`src/rtl/groovy_sched_pkg.sv`:
```
// Shared types and engine encodings for the Groovy command scheduler.
package groovy_sched_pkg;

  typedef enum logic [1:0] {
    IDLE  = 2'd0,
    GRANT = 2'd1,
    BUSY  = 2'd2,
    ABORT = 2'd3
  } sched_state_t;

  localparam logic [1:0] ENG_SWITCHRES = 2'd0;
  localparam logic [1:0] ENG_AUDIO     = 2'd1;
  localparam logic [1:0] ENG_BLIT      = 2'd2;
  localparam logic [1:0] ENG_LZ4       = 2'd3;

endpackage

```
`src/rtl/groovy_sched_arb.sv`:
```
// Request eligibility and priority for the command scheduler, including the
// audio run counter that keeps a busy audio stream from starving video work.
module groovy_sched_arb
  import groovy_sched_pkg::*;
#(
  parameter int MAX_AUDIO_RUN = 2
) (
  input  logic       clk_sys,
  input  logic       reset_n,
  input  logic       cmd_switchres,
  input  logic       cmd_audio,
  input  logic       cmd_blit,
  input  logic       cmd_blit_lz4,
  input  logic       vga_vblank,
  input  logic       grant_take,
  output logic       grant_valid,
  output logic [1:0] grant_sel
);

  localparam logic [7:0] MAX_RUN = 8'(MAX_AUDIO_RUN);

  logic [7:0] audio_run;
  logic       video_pending;
  logic       starve;

  // A blocked switchres falls through so lower requests are not held up.
  always_comb begin
    video_pending = cmd_blit | cmd_blit_lz4;
    starve        = video_pending && (audio_run >= MAX_RUN);
    grant_valid   = 1'b1;
    grant_sel     = ENG_BLIT;
    if (cmd_switchres && vga_vblank) begin
      grant_sel = ENG_SWITCHRES;
    end else if (cmd_audio && !starve) begin
      grant_sel = ENG_AUDIO;
    end else if (cmd_blit_lz4) begin
      grant_sel = ENG_LZ4;
    end else if (cmd_blit) begin
      grant_sel = ENG_BLIT;
    end else begin
      grant_valid = 1'b0;
    end
  end

  always_ff @(posedge clk_sys or negedge reset_n) begin
    if (!reset_n) begin
      audio_run <= '0;
    end else if (grant_take) begin
      if (grant_sel == ENG_AUDIO && video_pending) begin
        audio_run <= audio_run + 8'd1;
      end else begin
        audio_run <= '0;
      end
    end
  end

endmodule

```
`src/rtl/groovy_cmd_sched.sv`:
```
// Single-owner scheduler for the Groovy command engines: grants one job at a
// time, latches its parameters, acknowledges the decoder and watches for hangs.
module groovy_cmd_sched
  import groovy_sched_pkg::*;
#(
  parameter int TIMEOUT_W     = 24,
  parameter int MAX_AUDIO_RUN = 2
) (
  input  logic        clk_sys,
  input  logic        reset_n,
  input  logic        cmd_switchres,
  input  logic        cmd_audio,
  input  logic        cmd_blit,
  input  logic        cmd_blit_lz4,
  input  logic [31:0] lz4_size,
  input  logic        lz4_AB,
  input  logic [15:0] audio_samples,
  input  logic        vga_vblank,
  output logic        reset_switchres,
  output logic        reset_audio,
  output logic        reset_blit,
  output logic        reset_blit_lz4,
  output logic        eng_start,
  output logic [1:0]  eng_sel,
  output logic [31:0] eng_len,
  output logic        eng_buf,
  input  logic        eng_done,
  output logic        eng_abort,
  output logic        sched_busy,
  output logic [7:0]  abort_cnt
);

  // Last watchdog value still in BUSY; the step to all-ones becomes the abort.
  localparam logic [TIMEOUT_W-1:0] WD_LAST = {{(TIMEOUT_W-1){1'b1}}, 1'b0};

  sched_state_t         state;
  sched_state_t         state_next;
  logic [TIMEOUT_W-1:0] watchdog;
  logic                 grant_valid;
  logic [1:0]           grant_sel;
  logic                 grant_take;
  logic                 timeout_hit;

  assign grant_take  = (state == IDLE) && grant_valid;
  assign timeout_hit = (state == BUSY) && !eng_done && (watchdog == WD_LAST);

  groovy_sched_arb #(
    .MAX_AUDIO_RUN(MAX_AUDIO_RUN)
  ) u_arb (
    .clk_sys      (clk_sys),
    .reset_n      (reset_n),
    .cmd_switchres(cmd_switchres),
    .cmd_audio    (cmd_audio),
    .cmd_blit     (cmd_blit),
    .cmd_blit_lz4 (cmd_blit_lz4),
    .vga_vblank   (vga_vblank),
    .grant_take   (grant_take),
    .grant_valid  (grant_valid),
    .grant_sel    (grant_sel)
  );

  always_ff @(posedge clk_sys or negedge reset_n) begin
    if (!reset_n) begin
      state <= IDLE;
    end else begin
      state <= state_next;
    end
  end

  // eng_done is only meaningful in BUSY, and it beats a simultaneous timeout.
  always_comb begin
    state_next      = state;
    eng_start       = 1'b0;
    eng_abort       = 1'b0;
    sched_busy      = 1'b1;
    reset_switchres = 1'b0;
    reset_audio     = 1'b0;
    reset_blit      = 1'b0;
    reset_blit_lz4  = 1'b0;
    case (state)
      IDLE: begin
        sched_busy = 1'b0;
        if (grant_valid) state_next = GRANT;
      end
      GRANT: begin
        eng_start       = 1'b1;
        reset_switchres = (eng_sel == ENG_SWITCHRES);
        reset_audio     = (eng_sel == ENG_AUDIO);
        reset_blit      = (eng_sel == ENG_BLIT);
        reset_blit_lz4  = (eng_sel == ENG_LZ4);
        state_next      = BUSY;
      end
      BUSY: begin
        if (eng_done) state_next = IDLE;
        else if (timeout_hit) state_next = ABORT;
      end
      ABORT: begin
        eng_abort  = 1'b1;
        state_next = IDLE;
      end
      default: state_next = IDLE;
    endcase
  end

  always_ff @(posedge clk_sys or negedge reset_n) begin
    if (!reset_n) begin
      eng_sel <= ENG_SWITCHRES;
      eng_len <= '0;
      eng_buf <= 1'b0;
    end else if (grant_take) begin
      eng_sel <= grant_sel;
      case (grant_sel)
        ENG_LZ4:   eng_len <= lz4_size;
        ENG_AUDIO: eng_len <= {16'd0, audio_samples};
        default:   eng_len <= '0;
      endcase
      if (grant_sel == ENG_LZ4) eng_buf <= lz4_AB;
    end
  end

  always_ff @(posedge clk_sys or negedge reset_n) begin
    if (!reset_n) begin
      watchdog <= '0;
    end else if (state == GRANT) begin
      watchdog <= '0;
    end else if (state == BUSY) begin
      watchdog <= watchdog + 1'b1;
    end
  end

  always_ff @(posedge clk_sys or negedge reset_n) begin
    if (!reset_n) begin
      abort_cnt <= '0;
    end else if (timeout_hit && abort_cnt != 8'hFF) begin
      abort_cnt <= abort_cnt + 8'd1;
    end
  end

endmodule

```
`config.mk`:
```
export PLATFORM = sky130hd
export DESIGN_NAME = groovy_cmd_sched
export DESIGN_NICKNAME = d
export VERILOG_FILES = /design/src/rtl/groovy_sched_pkg.sv /design/src/rtl/groovy_sched_arb.sv /design/src/rtl/groovy_cmd_sched.sv
export SDC_FILE = /design/constraint.sdc
export NUM_CORES = 1
export LEC_CHECK = 0
export CORE_ASPECT_RATIO = 0.9
export CORE_UTILIZATION = 40
export CTS_CLUSTER_SIZE = 16
export DETAILED_ROUTE_END_ITERATION = 12
export HOLD_SLACK_MARGIN = 0.06
export PLACE_DENSITY = 0.66
export SLEW_MARGIN = 30
export SYNTH_ARGS = -nofsm -noshare
export SYNTH_HDL_FRONTEND = slang
export SYNTH_HIERARCHICAL = 1
export SYNTH_SLANG_ARGS = --single-unit
```
`constraint.sdc`:
```
create_clock -name clk_sys -period 2.9 [get_ports clk_sys]
set_input_delay 0.87 -clock clk_sys [delete_from_list [all_inputs] [get_ports clk_sys]]
set_output_delay 0.87 -clock clk_sys [all_outputs]
set_load 0.02 [all_outputs]
```
==> tab_implementation.tex, run 1 <==
\begin{tabular}{lr}
\hline
Metric & Value \\
\hline
\multicolumn{2}{l}{\textbf{Logic synthesis}} \\
Synthesis Warnings & 6 \\
Xor/xnor share of the synthesized area & 3.52\% \\
Count of cell types in the netlist & 38 \\
Fraction of the mapped netlist area in adder cells & 3.35\% \\
Primary flip-flop cell chosen by synthesis mapping & sky130\_fd\_sc\_hd\_\_dfrtp\_1 \\
Count of mapped cells out of synthesis & 365 \\
Post-synth design cell area & 0.00374 mm² \\
Post-synthesis simple-gate area fraction & 19.2\% \\
Register bit count reported by yosys & 77 \\
Main combinational cell family by area after synthesis & simple AND/OR/NAND/NOR gates \\
Synth Area in Compound Gates & 13.8\% \\
Sequential-to-total area share from yosys stat & 51.6\% \\
Mux cell area share after synthesis & 5.49\% \\
Number of enable-type register cells in the synthesized netlist & 0 \\
Share of flip-flops with an asynchronous set or reset after synthesis & 100\% \\
Avg Cell Area, Syn & 10.2 µm² \\
Total nets after synthesis & 432 \\
\multicolumn{2}{l}{\textbf{Timing}} \\
Max-Slew Margin vs Limit & 63.6\% \\
Hold Fails Final Rpt & 0 \\
Post-route clock skew & 8.53 ps \\
Setup\_tns & 0 ps \\
Setup slack after layout & 105 ps \\
Peak clock frequency supported by timing & 358 MHz \\
Unrepaired setup endpoints after global routing & no \\
Number of max-slew violations in the final report & 0 \\
Transition at the pin with the smallest max-transition slack & 546 ps \\
Portion of the clock cycle consumed by the worst path in the final layout & 96.4\% \\
Setup violations, final & 0 \\
Clock period minus worst slack & 2790 ps \\
\multicolumn{2}{l}{\textbf{Floorplanning}} \\
Floorplan row count & 33 \\
Vert. Die Dim & 93.7 µm \\
Die area & 0.00973 mm² \\
Horiz. Die Dim & 104 µm \\
Effective utilization at floorplan & 41.1\% \\
I/O pins & 107 \\
Placeable Area & 0.00908 mm² \\
\multicolumn{2}{l}{\textbf{Status}} \\
Result of the run & completed \\
\multicolumn{2}{l}{\textbf{Run}} \\
Max capacitance violation total & 0 \\
\multicolumn{2}{l}{\textbf{Worst setup path}} \\
Register-to-Register Setup Slack & 390 ps \\
Type of element launching the critical path & flop \\
Endpoint class of the critical path & output pin \\
Start of the worst register-to-register path & state[0] \\
Startpoint-to-endpoint class of the critical path & reg -> out \\
Critical path required time & 2030 ps \\
Reg-to-reg critical path endpoint & watchdog[19] \\
Largest fanout of any net on the critical path & 8 \\
R2R depth & 6 \\
Critical Path AT & 1920 ps \\
\multicolumn{2}{l}{\textbf{Route}} \\
Final routed wire length divided by cell count & 14.4 µm \\
Post-route DRC & 0 \\
Via count & 3,148 \\
Detailed-route vias per instance & 5.18 \\
Post-route antenna net violation count & 0 \\
Detailed-route wire length & 8.77 mm \\
DRT iter0 DRCs & 102 \\
TritonRoute pass-1 iters & 4 \\
\multicolumn{2}{l}{\textbf{Clocking}} \\
Clock sink count & 77 \\
Worst skew pair latency & 340 ps \\
Clock tree from TritonCTS & done \\
Post-cts hold buffer count & 0 \\
Root cell of the clock tree & sky130\_fd\_sc\_hd\_\_clkbuf\_8 \\
Number of buffers created by CTS & 9 \\
Number of gates given a new drive strength after cts & 2 \\
Setup bufs post-CTS & 0 \\
Largest buffer count on any clock path & 2 \\
Clock transition at the register clock pins on the worst setup and hold paths after CTS & 80 ps \\
H-tree depth & 3 \\
\multicolumn{2}{l}{\textbf{Placement}} \\
Quantity of I/O buffers inserted on ports & 106 \\
Half-perimeter wire length of the detailed placement result & 6.46 mm \\
GP Congestion & 0.784 \\
Placement-stage worst setup slack & 277 ps \\
Cell area after placement & 0.00499 mm² \\
Cells after DPL & 592 \\
\multicolumn{2}{l}{\textbf{GRT}} \\
Global-route usage over all layers & 18.9\% \\
Aggregate global routing overflow & 0 \\
Largest net degree at the start of global routing & 42 \\
First-pass GRT wire length & 14.6 mm \\
Antenna violations before repair & 0 \\
Via count of the first global-routing pass & 2,962 \\
\multicolumn{2}{l}{\textbf{Layout}} \\
Area delta synth->final & 39.2\% \\
Number of diodes & 0 \\
Highest-count cells in the layout ignoring fill and taps & 104 x sky130\_fd\_sc\_hd\_\_clkdlybuf4s50\_1, 77 x sky130\_fd\_sc\_hd\_\_dfrtp\_1, 42 x sky130\_fd\_sc\_hd\_\_nand2\_1 \\
Fin area & 0.00520 mm² \\
Most common cell after layout, fill and taps aside & sky130\_fd\_sc\_hd\_\_clkdlybuf4s50\_1 \\
Non-filler cells, final & 608 \\
NumNets Final & 548 \\
Fraction of layout instances using a drive strength above 1 & 8.64\% \\
\multicolumn{2}{l}{\textbf{Pwr}} \\
Pleak & 2.23 nW \\
Power Dens Cells & 812 mW/mm² \\
Maximum vdd drop & 0.000451 V \\
\multicolumn{2}{l}{\textbf{Hold path}} \\
Instance count along the most critical hold path & 2 \\
Launch instance of the worst min-delay path & eng\_len[0] \\
Class of the tightest hold or removal check & reg -> reg \\
Worst hold path endpoint & eng\_len[0] \\
\hline
\end{tabular}
==> power breakdown <==
part           internal (mW)  switching, mW
Clock                  0.444          0.382
Combinational          0.834          0.987
Sequential              1.34          0.239
Total                   2.61           1.61
==> Yosys cell counts, drive strengths merged (2+ instances only) <==
cell	instances	area (µm²)
nand3	14	70.1
and4	5	45.0
and2	2	12.5
xor2	4	35.0
nor2	14	52.6
nand2b	2	12.5
dfrtp	77	1930
or4	7	56.3
nor3	5	25.0
and3	5	31.3
inv	15	56.3
clkbuf	12	45.0
a41oi	2	17.5
mux2i	16	160
o31ai	6	45.0
o22ai	4	25.0
o2bb2ai	2	17.5
nor3b	3	22.5
buf	2	15.0
nor4	3	37.5
ha	10	125
a21oi	19	95.1
a22o	16	140
mux2	4	45.0
nand2	42	158
xnor2	11	96.3
o21ai	29	145
or3	11	68.8
nand4	18	119
==> state kept, by name (all words and copies together), names as in the netlist <==
| register | flops |
|---|---|
| abort_cnt | 8 |
| eng_buf | 1 |
| eng_len | 32 |
| eng_sel | 2 |
| state | 2 |
| u_arb/audio_run | 8 |
| watchdog | 24 |
==> layer usage <==
metal  up-vias  part of all wire (%)  GRT usage [%]
li1       1559                     -              -
met1      1495                    48           25.9
met2        88                    46           29.9
met3         6                   5.6           5.34
met4         0                  0.67           4.29
met5         -                     0              0
==> worst max-delay path by stage <==
stage | end | slack [ps] | start | cells past startpoint
after floorplan | reset_switchres | 390 | state[1] | 4
after global placement | eng_len[9] | 340 | cmd_blit_lz4 | 7
after detailed placement | eng_len[3] | 280 | cmd_blit | 7
after CTS | eng_start | 60 | state[1] | 4
after global routing | reset_blit | 10 | state[1] | 5
final | eng_start | 110 | state[1] | 4
==> critical path, stage by stage (launching register included) <==
cell                              delay, ps
sky130_fd_sc_hd__dfrtp_1                420
sky130_fd_sc_hd__inv_1                  130
sky130_fd_sc_hd__ha_2                   250
sky130_fd_sc_hd__buf_4                  180
sky130_fd_sc_hd__clkdlybuf4s50_1        610
==> cell type report <==
type                    count  area [µm²]
inverters                  15        56.3
multi-input cells         259        1700
clock inverters             5        58.8
well taps                 122         153
repair buffers            119        1150
fillers                   803        3880
clock buffers              11         151
flip-flops and latches     77        1930
==> metrics by stage <==
stage	hold slack (ps)	utilization, %	total power [mW]
2_1_floorplan	495	-	2.57
3_3_place_gp	464	54.9	3.40
3_5_place_dp	473	54.9	3.42
4_1_cts	491	57.2	4.27
5_1_grt	513	57.2	4.50
6_report	485	57.2	4.22
==> logic make-up (layout without fill, tap and decap cells) <==
logic type	count (synthesis)	in the layout
AND/OR/NAND/NOR	132	132
flip-flops	77	77
AO/OA/AOI/OAI	82	82
multiplexers	20	20
XOR/XNOR	15	15
buffers and inverters	29	150
adder cells (fa/ha/maj)	10	10
No activity file was read; power rests on OpenSTA's default activity.
==> run 2, diff against run 1 <==
--- a/config.mk
+++ b/config.mk
@@ -11,8 +11,10 @@
 export DETAILED_ROUTE_END_ITERATION = 12
 export HOLD_SLACK_MARGIN = 0.06
 export PLACE_DENSITY = 0.66
+export SKIP_CTS_REPAIR_TIMING = 1
 export SLEW_MARGIN = 30
 export SYNTH_ARGS = -nofsm -noshare
 export SYNTH_HDL_FRONTEND = slang
 export SYNTH_HIERARCHICAL = 1
 export SYNTH_SLANG_ARGS = --single-unit
+export TNS_END_PERCENT = 100
==> tab_implementation.tex, run 2 (synthesis results as in run 1) <==
\begin{tabular}{lr}
\hline
Metric & Value \\
\hline
\multicolumn{2}{l}{\textbf{GRT}} \\
Aggregate global routing overflow & 0 (unchanged) \\
Met1 capacity usage during global routing & 25.9\% (-0.045 points) \\
Met3 Resource Use GR & 5.34\% (unchanged) \\
Global-route usage over all layers & 18.9\% (unchanged) \\
Met2 layer usage reported by global route & 30.0\% (+0.056 points) \\
First-pass GRT wire length & 14.6 mm (unchanged) \\
Antenna violations before repair & 0 (unchanged) \\
Global route hottest layer & met2 \\
Via count of the first global-routing pass & 2,962 (unchanged) \\
Largest net degree at the start of global routing & 42 (unchanged) \\
\multicolumn{2}{l}{\textbf{Route}} \\
TritonRoute pass-1 iters & 4 (unchanged) \\
DRT iter0 DRCs & 102 (unchanged) \\
Post-route DRC & 0 (unchanged) \\
Final routed wire length divided by cell count & 14.4 µm (about the same) \\
Detailed-route wire length & 8.77 mm (about the same) \\
Via count & 3,148 (unchanged) \\
Detailed-route vias per instance & 5.18 (unchanged) \\
Post-route antenna net violation count & 0 (unchanged) \\
\multicolumn{2}{l}{\textbf{Floorplanning}} \\
Effective utilization at floorplan & 41.1\% (unchanged) \\
Placeable Area & 0.00908 mm² (unchanged) \\
Vert. Die Dim & 93.7 µm (unchanged) \\
I/O pins & 107 (unchanged) \\
Horiz. Die Dim & 104 µm (unchanged) \\
Die area & 0.00973 mm² (unchanged) \\
Floorplan row count & 33 (unchanged) \\
\multicolumn{2}{l}{\textbf{Worst setup path}} \\
Type of element launching the critical path & flop \\
Startpoint-to-endpoint class of the critical path & reg -> out \\
Critical path required time & 2030 ps (about the same) \\
Endpoint class of the critical path & output pin \\
Critical Path AT & 1920 ps (about the same) \\
Largest fanout of any net on the critical path & 8 (unchanged) \\
\multicolumn{2}{l}{\textbf{Layout}} \\
Flip-flop and latch area & 0.00193 mm² (unchanged) \\
Largest register FFs & 32 (unchanged) \\
Regs by FF count & eng\_len (32), watchdog (24) \\
Fill count & 802 (-0.12\%) \\
Area delta synth->final & 39.3\% (about the same) \\
Number of diodes & 0 (unchanged) \\
Highest-count cells in the layout ignoring fill and taps & 104 x sky130\_fd\_sc\_hd\_\_clkdlybuf4s50\_1, 77 x sky130\_fd\_sc\_hd\_\_dfrtp\_1, 42 x sky130\_fd\_sc\_hd\_\_nand2\_1 \\
Most flop-heavy register & eng\_len \\
Total area of multi-input combinational cells & 0.00170 mm² (unchanged) \\
NumNets Final & 548 (unchanged) \\
Most common cell after layout, fill and taps aside & sky130\_fd\_sc\_hd\_\_clkdlybuf4s50\_1 \\
Fraction of layout instances using a drive strength above 1 & 8.64\% (unchanged) \\
\multicolumn{2}{l}{\textbf{Pwr}} \\
Maximum vdd drop & 0.000451 V (unchanged) \\
Power spent charging and discharging nets & 1.61 mW (about the same) \\
Pleak & 2.24 nW (+0.56\%) \\
Int Pwr & 2.62 mW (+0.10\%) \\
Part of the power in the clock network & 19.6\% (about the same) \\
Power Dens Cells & 812 mW/mm² (about the same) \\
Sequential fraction of design power & 37.3\% (about the same) \\
Switching part of the total & 38.1\% (about the same) \\
Combinational fraction of design power & 43.2\% (about the same) \\
\multicolumn{2}{l}{\textbf{Clocking}} \\
Clock sink count & 77 (unchanged) \\
H-tree depth & 3 (unchanged) \\
Number of buffers created by CTS & 9 (unchanged) \\
Clock tree from TritonCTS & done \\
Worst skew pair latency & 340 ps (about the same) \\
Clock transition at the register clock pins on the worst setup and hold paths after CTS & 80 ps (about the same) \\
Root cell of the clock tree & sky130\_fd\_sc\_hd\_\_clkbuf\_8 \\
Largest buffer count on any clock path & 2 (unchanged) \\
\multicolumn{2}{l}{\textbf{Timing}} \\
Peak clock frequency supported by timing & 358 MHz (unchanged) \\
Number of max-slew violations in the final report & 0 (unchanged) \\
Max-Slew Margin vs Limit & 63.6\% (unchanged) \\
Setup\_tns & 0 ps (unchanged) \\
Setup violations, final & 0 (unchanged) \\
Post-route clock skew & 8.53 ps (unchanged) \\
Hold Fails Final Rpt & 0 (unchanged) \\
Transition at the pin with the smallest max-transition slack & 546 ps (unchanged) \\
Post-route worst hold slack & 485 ps (unchanged) \\
Unrepaired setup endpoints after global routing & no \\
Portion of the clock cycle consumed by the worst path in the final layout & 96.4\% (unchanged) \\
Setup slack after layout & 105 ps (unchanged) \\
Clock period minus worst slack & 2790 ps (unchanged) \\
\multicolumn{2}{l}{\textbf{Placement}} \\
Quantity of I/O buffers inserted on ports & 106 (unchanged) \\
GP Congestion & 0.784 (unchanged) \\
Half-perimeter wire length of the detailed placement result & 6.46 mm (unchanged) \\
Placement-stage worst setup slack & 277 ps (unchanged) \\
\multicolumn{2}{l}{\textbf{Hold path}} \\
Class of the tightest hold or removal check & reg -> reg \\
\multicolumn{2}{l}{\textbf{Run}} \\
Max capacitance violation total & 0 (unchanged) \\
\multicolumn{2}{l}{\textbf{Status}} \\
Result of the run & completed \\
\hline
\end{tabular}
## run 2: cell types whose count changed in the layout (fill, tap and decap cells not counted)
cell                             delta
sky130_fd_sc_hd__dlygate4sd2_1      -1
sky130_fd_sc_hd__dlymetal6s2s_1     +1
## run 2: metrics by stage
| stage | power (mW) | area (µm²) | instances | utilization [%] |
|---|---|---|---|---|
| detailed placement | 3.42 | 4990 | 592 | 54.9 |
| floorplan | 2.57 | 3740 | 365 | - |
| finish | 4.22 | 5200 | 608 | 57.3 |
| global placement | 3.40 | 4990 | 592 | 54.9 |
| global route | 4.50 | 5200 | 608 | 57.3 |
| CTS | 4.27 | 5200 | 608 | 57.2 |
## run 2: worst max-delay path: stages, from the launching register on
cell,delay (ps)
sky130_fd_sc_hd__dfrtp_1,420
sky130_fd_sc_hd__inv_1,130
sky130_fd_sc_hd__ha_2,250
sky130_fd_sc_hd__buf_4,180
sky130_fd_sc_hd__clkdlybuf4s50_1,610
## run 2: final cells by class
type	instances	area share, %
multi-input combinational	259	32.7
clock inverter	5	1.13
inverter	15	1.08
tap	122	2.93
clock buffer	11	2.91
timing repair buffer	119	22.3
sequential	77	37.0
## run 2: final timing paths
kind	startpoint	end	slack, ps	cells after the start
setup / recovery	state[1]	eng_start	110	4
hold / removal	eng_len[0]	eng_len[0]	480	2
setup reg to reg	state[0]	watchdog[19]	390	6
hold reg to reg	eng_len[0]	eng_len[0]	480	2
max in group asynchronous	reset_n	u_arb/audio_run[7]	1740	2
min in group asynchronous	reset_n	watchdog[0]	500	1
## run 2: per-layer routing
metal / up-vias / part of all wire, %
met5: - / 0
met4: 0 / 0.67
met3: 6 / 5.6
met2: 88 / 46
met1: 1495 / 48
li1: 1559 / -
## run 2: power groups by stage
stage               clock network (mW)  logic, mW  registers [mW]
global route                     0.897       1.99            1.62
CTS                              0.854       1.84            1.57
detailed placement                   0       1.84            1.58
global placement                     0       1.81            1.59
floorplan                            0      0.797            1.77
finish                           0.827       1.82            1.57
==> run 3, diff against run 2 <==
--- a/config.mk
+++ b/config.mk
@@ -5,12 +5,13 @@
 export SDC_FILE = /design/constraint.sdc
 export NUM_CORES = 1
 export LEC_CHECK = 0
+export CAP_MARGIN = 20
 export CORE_ASPECT_RATIO = 0.9
-export CORE_UTILIZATION = 40
+export CORE_UTILIZATION = 48
 export CTS_CLUSTER_SIZE = 16
 export DETAILED_ROUTE_END_ITERATION = 12
 export HOLD_SLACK_MARGIN = 0.06
-export PLACE_DENSITY = 0.66
+export PLACE_DENSITY = 0.78
 export SKIP_CTS_REPAIR_TIMING = 1
 export SLEW_MARGIN = 30
 export SYNTH_ARGS = -nofsm -noshare
==> tab_implementation.tex, run 3 (synthesis results as in run 1) <==
\begin{tabular}{lr}
\hline
Metric & Value \\
\hline
\multicolumn{2}{l}{\textbf{Status}} \\
Result of the run & completed \\
\multicolumn{2}{l}{\textbf{Clocking}} \\
Clock transition at the register clock pins on the worst setup and hold paths after CTS & 80 ps (about the same) \\
Worst skew pair latency & 350 ps (about the same) \\
Root cell of the clock tree & sky130\_fd\_sc\_hd\_\_clkbuf\_8 \\
Clock sink count & 77 (unchanged) \\
Largest buffer count on any clock path & 2 (unchanged) \\
H-tree depth & 3 (unchanged) \\
Clock tree from TritonCTS & done \\
Number of buffers created by CTS & 9 (unchanged) \\
\multicolumn{2}{l}{\textbf{Floorplanning}} \\
Horiz. Die Dim & 95.0 µm (-8.5\%) \\
Vert. Die Dim & 85.7 µm (-8.5\%) \\
Effective utilization at floorplan & 49.5\% (+8.4 points) \\
Floorplan row count & 30 (-9.1\%) \\
I/O pins & 107 (unchanged) \\
Die area & 0.00814 mm² (-16\%) \\
Placeable Area & 0.00754 mm² (-17\%) \\
\multicolumn{2}{l}{\textbf{Timing}} \\
Max-Slew Margin vs Limit & 54.9\% (-8.7 points) \\
Clock period minus worst slack & 2800 ps (+0.333 ps) \\
Transition at the pin with the smallest max-transition slack & 677 ps (+130 ps) \\
Post-route worst hold slack & 481 ps (-3.68 ps) \\
Setup\_tns & 0 ps (unchanged) \\
Unrepaired setup endpoints after global routing & no \\
Portion of the clock cycle consumed by the worst path in the final layout & 96.4\% (about the same) \\
Setup violations, final & 0 (unchanged) \\
Post-route clock skew & 9.89 ps (+1.36 ps) \\
Peak clock frequency supported by timing & 358 MHz (about the same) \\
Number of max-slew violations in the final report & 0 (unchanged) \\
Hold Fails Final Rpt & 0 (unchanged) \\
\multicolumn{2}{l}{\textbf{Pwr}} \\
Maximum vdd drop & 0.000484 V (+7.2\%) \\
Pleak & 2.28 nW (+1.7\%) \\
Power Dens Cells & 840 mW/mm² (+3.5\%) \\
\multicolumn{2}{l}{\textbf{Route}} \\
Final routed wire length divided by cell count & 15.5 µm (+7.6\%) \\
Post-route antenna net violation count & 0 (unchanged) \\
DRT iter0 DRCs & 126 (+24\%) \\
Via count & 3,199 (+1.6\%) \\
Detailed-route vias per instance & 5.53 (+6.7\%) \\
Detailed-route wire length & 8.99 mm (+2.5\%) \\
TritonRoute pass-1 iters & 4 (unchanged) \\
Post-route DRC & 0 (unchanged) \\
\multicolumn{2}{l}{\textbf{Layout}} \\
Area delta synth->final & 39.3\% (unchanged) \\
Most flop-heavy register & eng\_len \\
Regs by FF count & eng\_len (32), watchdog (24) \\
NumNets Final & 545 (-0.55\%) \\
Number of diodes & 0 (unchanged) \\
Fraction of layout instances using a drive strength above 1 & 8.07\% (-0.57 points) \\
Flip-flop and latch area & 0.00193 mm² (unchanged) \\
Highest-count cells in the layout ignoring fill and taps & 102 x sky130\_fd\_sc\_hd\_\_clkdlybuf4s50\_1, 77 x sky130\_fd\_sc\_hd\_\_dfrtp\_1, 42 x sky130\_fd\_sc\_hd\_\_nand2\_1 \\
Largest register FFs & 32 (unchanged) \\
Final design utilization & 69.0\% (+12 points) \\
Most common cell after layout, fill and taps aside & sky130\_fd\_sc\_hd\_\_clkdlybuf4s50\_1 \\
Fill count & 582 (-27\%) \\
Total area of multi-input combinational cells & 0.00170 mm² (unchanged) \\
\multicolumn{2}{l}{\textbf{Placement}} \\
Quantity of I/O buffers inserted on ports & 106 (unchanged) \\
Half-perimeter wire length of the detailed placement result & 6.48 mm (+0.29\%) \\
GP Congestion & 0.833 (+6.2\%) \\
\multicolumn{2}{l}{\textbf{Worst setup path}} \\
Startpoint-to-endpoint class of the critical path & reg -> out \\
Reg-to-reg critical path endpoint & watchdog[19] \\
R2R depth & 6 (unchanged) \\
Worst-path cell with the longest stage delay & sky130\_fd\_sc\_hd\_\_clkdlybuf4s50\_1 \\
Type of element launching the critical path & flop \\
Ordered list of cells on the worst path & inv\_1 -> ha\_2 -> and3\_1 -> clkdlybuf4s50\_1 \\
Slowest cell delay on critical path & 610 ps (about the same) \\
Endpoint class of the critical path & output pin \\
Critical Path AT & 1930 ps (about the same) \\
Critical path required time & 2030 ps (about the same) \\
Start of the worst register-to-register path & state[0] \\
Register-to-Register Setup Slack & 340 ps (-50 ps) \\
Largest fanout of any net on the critical path & 5 (-3) \\
\multicolumn{2}{l}{\textbf{Hold path}} \\
Instance count along the most critical hold path & 2 (unchanged) \\
Worst hold path endpoint & eng\_len[9] \\
Launch instance of the worst min-delay path & eng\_len[9] \\
Class of the tightest hold or removal check & reg -> reg \\
\multicolumn{2}{l}{\textbf{GRT}} \\
Met1 capacity usage during global routing & 30.5\% (+4.6 points) \\
Global-route usage over all layers & 24.4\% (+5.5 points) \\
Global route hottest layer & met2 \\
Antenna violations before repair & 0 (unchanged) \\
Aggregate global routing overflow & 0 (unchanged) \\
Met2 layer usage reported by global route & 40.4\% (+10 points) \\
First-pass GRT wire length & 15.3 mm (+4.5\%) \\
Largest net degree at the start of global routing & 43 (+2.4\%) \\
Via count of the first global-routing pass & 3,246 (+9.6\%) \\
Met3 Resource Use GR & 7.98\% (+2.6 points) \\
\multicolumn{2}{l}{\textbf{Run}} \\
Max capacitance violation total & 0 (unchanged) \\
\hline
\end{tabular}
run 3: worst max-delay path by stage:
stage | slack, ps | to | from | depth (start not counted)
after floorplan | 390 | reset_switchres | state[1] | 4
after global placement | 350 | eng_len[22] | cmd_blit | 8
after detailed placement | 250 | eng_len[15] | cmd_blit_lz4 | 7
after CTS | -50 | reset_switchres | state[1] | 4
after global routing | 10 | reset_blit_lz4 | state[1] | 4
final | 100 | reset_blit_lz4 | state[1] | 4
run 3: worst max-delay path, delay by kind of cell (launching register included):
kind / cells / cell delay, ps
buffers and inverters: 2 / 750
and+or+nand+nor: 1 / 170
adders and majority gates: 1 / 250
DFF: 1 / 420
run 3: per-stage QoR:
step	worst slack, ps	instances	cell area [µm²]	total power [mW]
after global routing	10.7	579	5200	4.64
after global placement	354	563	4950	3.36
after floorplan	394	365	3740	2.57
after CTS	-48.1	579	5190	4.41
final	105	579	5200	4.37
after detailed placement	254	563	4950	3.40
run 3: cell type report:
cell class | count | share of cell area (%)
clock inverters | 6 | 2.12
multi-input cells | 259 | 32.7
repair buffers | 116 | 22.2
clock buffers | 10 | 2.64
inverters | 15 | 1.08
flip-flops and latches | 77 | 37.0
well taps | 96 | 2.31
run 3: layer usage:
metal | routed length [µm] | part of all wire, %
met5 | 0 | 0
met4 | 41 | 0.46
met3 | 553 | 6.2
met2 | 4470 | 50
met1 | 3930 | 44
run 3: report_power, final:
group / switching (mW) / internal [mW]
clock network: 0.393 / 0.593
registers: 0.239 / 1.34
logic: 0.984 / 0.825
total: 1.62 / 2.75
